## src/rtl/fft16_stage_sequencer.sv

```systemverilog
// Control sequencer for a 16-point radix-2 FFT: loads one frame, steps the
// butterfly stages while waiting out their latency, then hands the result on.
module fft16_stage_sequencer #(
   parameter int unsigned NUM_STAGES = 4,
   parameter int unsigned STAGE_LAT  = 1,
   parameter int unsigned CNT_W      = 8
) (
   input  logic             clk,
   input  logic             rst,
   input  logic             start_valid,
   output logic             start_ready,
   input  logic             abort,
   output logic             load_en,
   output logic             stage_en,
   output logic [1:0]       stage_sel,
   output logic [1:0]       tw_shift,
   output logic             result_valid,
   input  logic             result_ready,
   output logic             busy,
   output logic [CNT_W-1:0] frame_cnt
);
   localparam int unsigned SEL_W = 2;
   localparam int unsigned LAT_W = 3;
   localparam logic [SEL_W-1:0] LAST_SEL = SEL_W'(NUM_STAGES - 1);
   localparam logic [LAT_W-1:0] LAT_LOAD = LAT_W'(STAGE_LAT - 1);

   typedef enum logic [2:0] {
      S_IDLE,
      S_LOAD,
      S_STAGE,
      S_WAIT,
      S_DONE
   } state_t;

   state_t           state;
   state_t           state_nxt;
   logic [LAT_W-1:0] wait_cnt;
   logic             handshake;

   assign handshake = (state == S_DONE) && result_ready && !abort;

   // Next-state decode; abort returns to IDLE from every state.
   always_comb begin
      state_nxt = state;
      case (state)
         S_IDLE:  if (!abort && start_valid) state_nxt = S_LOAD;
         S_LOAD:  state_nxt = abort ? S_IDLE : S_STAGE;
         S_STAGE: state_nxt = abort ? S_IDLE : S_WAIT;
         S_WAIT: begin
            if (abort)                       state_nxt = S_IDLE;
            else if (wait_cnt == '0)         state_nxt = (stage_sel == LAST_SEL) ? S_DONE : S_STAGE;
         end
         S_DONE:  if (abort || result_ready) state_nxt = S_IDLE;
         default: state_nxt = S_IDLE;
      endcase
   end

   // Outputs are registered from the next state so they line up with it.
   always_ff @(posedge clk or posedge rst) begin
      if (rst) begin
         state        <= S_IDLE;
         start_ready  <= 1'b1;
         load_en      <= 1'b0;
         stage_en     <= 1'b0;
         result_valid <= 1'b0;
         busy         <= 1'b0;
         stage_sel    <= '0;
         tw_shift     <= LAST_SEL;
         wait_cnt     <= '0;
         frame_cnt    <= '0;
      end else begin
         state        <= state_nxt;
         start_ready  <= (state_nxt == S_IDLE);
         load_en      <= (state_nxt == S_LOAD);
         stage_en     <= (state_nxt == S_STAGE);
         result_valid <= (state_nxt == S_DONE);
         busy         <= (state_nxt != S_IDLE);

         if (state_nxt == S_LOAD) begin
            stage_sel <= '0;
            tw_shift  <= LAST_SEL;
         end else if (state == S_WAIT && state_nxt == S_STAGE) begin
            stage_sel <= stage_sel + SEL_W'(1);
            tw_shift  <= tw_shift - SEL_W'(1);
         end

         if (state_nxt == S_STAGE)
            wait_cnt <= LAT_LOAD;
         else if (state == S_WAIT && wait_cnt != '0)
            wait_cnt <= wait_cnt - LAT_W'(1);

         if (handshake)
            frame_cnt <= frame_cnt + CNT_W'(1);
      end
   end

endmodule

```

## config.mk

```make
export PLATFORM = sky130hd
export DESIGN_NAME = fft16_stage_sequencer
export DESIGN_NICKNAME = d
export VERILOG_FILES = /design/src/rtl/fft16_stage_sequencer.sv
export SDC_FILE = /design/constraint.sdc
export NUM_CORES = 1
export LEC_CHECK = 0
export CAP_MARGIN = 20
export CORE_UTILIZATION = 45
export CTS_CLUSTER_DIAMETER = 50
export DETAILED_ROUTE_END_ITERATION = 8
export DONT_BUFFER_PORTS = 1
export GPL_ROUTABILITY_DRIVEN = 0
export PLACE_DENSITY_LB_ADDON = 0.15
export SLEW_MARGIN = 40
export SYNTH_ARGS = -nofsm -noshare
export SYNTH_HDL_FRONTEND = slang
export SYNTH_SLANG_ARGS = --single-unit
```

## constraint.sdc

```tcl
create_clock -name clk -period 1.6 [get_ports clk]
set_clock_uncertainty 0.15 [all_clocks]
set_input_delay 0.48 -clock clk [delete_from_list [all_inputs] [get_ports clk]]
set_output_delay 0.48 -clock clk [all_outputs]
set_load 0.1 [all_outputs]
```

==> qor.txt <==
Status - finished, violations left
Post-Syn Area per Cell - 11.3 um^2
# DRC - 0
Worst path cell trace - inv_2 -> ha_2 -> ha_4 -> and4bb_2 -> mux2_4 -> nor2_1
Clk Latency, worst-skew pair - 0.32 ns
Core Box Area - 2280 um^2
Cell accounting for the most synthesized area - dfrtp_1
Synth top cells by count - dfrtp_1, nor2_1, inv_1
EDFF count, synth - 0
Fmax - 589 MHz
Hpwl dp - 1640 um
Final Hold Vio Count - 0
Critical path's slowest cell - dfrtp_1
Rel. slew slack - 0.790
Setup Viol. Count Final - 17
DR pass1 iterations - 4
Starting Density - 0.488
R2R depth - 6
Drt wl/cell - 15.1 um
VDD IR-drop max - 836 uV
CTS Sinks - 23
Clk pin slew, worst setup/hold paths - 0.12 ns
Critical path fanouts, max - 3
Max-slew violations - 0
Critical Path Sink Type - flop
H-tree depth - 1
Count of different cell masters after synthesis - 37
Violated checks - setup timing
Hold/Removal Path Class - input port to flop
Cell with the most instances after synthesis - dfrtp_1
Die X - 51.7 um
Port Buffers - 0
Post-synthesis cell count - 98
Final period util - 1.06
Worst-case clock buffer depth - 2
Synth Register Bits - 23
Num rows - 17
Post-layout min period - 1.70 ns
Seq/Total Area, Yosys - 0.522
CP peak stage delay - 0.36 ns
RSZ-0062 raised after global routing - true
Share of the synthesized area in the top cell type - 0.451
Max-cap violation count - 0
Crit path DAT - 1.81 ns
Leakage - 0.774 nW
CP startpoint kind - flop
CTS tree - done
Post-Place Setup Slack - -0.139 ns
WS Path Type - flop to flop
Async SR Flop Fraction - 1.00
Filler Cells Inserted - 146
Gr ovfl total - 0
TritonCTS Buffers - 3
First-pass GRT wire length - 3950 um
Clock Tree Root - clkbuf_4
Via density - 5.48
I/O pin total - 22
Mapped cell area - 1110 um^2
Worst slew pin tran - 0.315 ns
Die H - 51.7 um
Syn_nets - 107
Final Util - 0.765
Number of global-route vias before repair - 893
PwrDens - 1060 nW/um^2
Initial DRC Count - 23
Overall power - 0.00185 W
Predominant post-synthesis flop cell - dfrtp_1
YS warnings - 0
N_diodes - 0
Antenna Nets Post-Route - 0
Synthesis-to-finish area growth - 56.9%
Crit path required time - 1.71 ns
Nets - 144
Setup tns final - -1.02 ns
Fraction of layout cells with a size suffix above 1 - 0.545
Initial antenna violation count - 0
WL final - 2450 um
Largest net degree at the start of global routing - 24
WHS Path Cells - 1
GRT Overall Usage - 0.214
Die area - 2670 um^2
Worst setup margin - -0.0991 ns
Synth top area cells - dfrtp_1, dfstp_2, ha_1
Vias - 887
power breakdown:
group          internal (W)  switching, W
clock network     0.0000977      0.000178
registers          0.000658     0.0000488
logic              0.000393      0.000478
total               0.00115      0.000704
state kept, by name, indices dropped and copies added, names as in the netlist:
name          cells
busy              1
frame_cnt         8
load_en           1
result_valid      1
stage_en          1
stage_sel         2
start_ready       1
state             3
tw_shift          2
wait_cnt          3
metal layers:
layer  routed length, um  global-route usage
met1                 999               0.239
met5                   0                   0
met3                  69              0.0380
met2                1320               0.381
met4                  57               0.122
cells in the final DEF, fill, tap and decap left out, types with 2 or more instances in the layout:
cell type,netlist,routed
inv_1,8,7
nor2_1,9,9
nand3_1,4,3
buf_6,2,4
nand2_1,2,2
clkbuf_4,0,3
a21oi_2,0,2
buf_4,1,16
dfrtp_4,0,5
dfstp_2,3,3
ha_4,0,2
dfrtp_2,0,4
or3_1,3,2
nand4_1,2,2
buf_12,0,14
nor4_4,1,2
nand4b_1,2,2
dfrtp_1,20,11
nor3_1,3,2
xnor2_1,4,3
xor2_1,4,4
final timing paths:
kind	from	to	slack, ns
setup / recovery	wait_cnt[1]$_DFFE_PP0P_	wait_cnt[1]$_DFFE_PP0P_	-0.1
hold / removal	abort	result_valid$_DFF_PP0_	0.06
setup reg to reg	wait_cnt[1]$_DFFE_PP0P_	wait_cnt[1]$_DFFE_PP0P_	-0.1
hold reg to reg	frame_cnt[5]$_DFFE_PP0P_	frame_cnt[5]$_DFFE_PP0P_	0.46
max in group asynchronous	rst	start_ready$_DFF_PP1_	0.54
min in group asynchronous	rst	state[1]$_DFF_PP0_	0.47
critical path: cells and delay by family (launching register included):
kind	cells	cell delay [ns]
multiplexers	1	0.31
flip-flops	1	0.36
AND/OR/NAND/NOR	2	0.42
buffers and inverters	1	0.04
adder cells (fa/ha/maj)	2	0.35
logic make-up after synthesis:
logic type | share of synthesized area
buf+inv | 0.0575
compound gates | 0.0733
simple gates | 0.210
mux | 0.0293
fa+ha+maj | 0.0451
flops | 0.522
xor+xnor | 0.0631
what timing repair did:
action	4_1_cts	5_1_grt
hold buffers	1	0
endpoints found under the setup margin	24	24
buffers inserted	5	2
gates resized for setup	22	15
pin swaps	8	7
endpoints found under the hold margin	20	0
layout make-up:
cell class | instances | area (um^2) | share of cell area
Tap cell | 28 | 35.0 | 0.0201
Sequential cell | 23 | 603 | 0.346
Clock buffer | 4 | 26.3 | 0.0151
Timing Repair Buffer | 36 | 470 | 0.270
Multi-Input combinational cell | 63 | 577 | 0.331
Inverter | 8 | 30.0 | 0.0172
metrics by stage:
step	hold slack [ns]	instance area (um^2)	cells
after floorplan	0.330	1180	98
after global placement	0.274	1510	150
after detailed placement	0.285	1510	150
after CTS	0.0485	1670	160
after global routing	0.0431	1740	162
final	0.0567	1740	162
(Power assumes the default switching activity.)
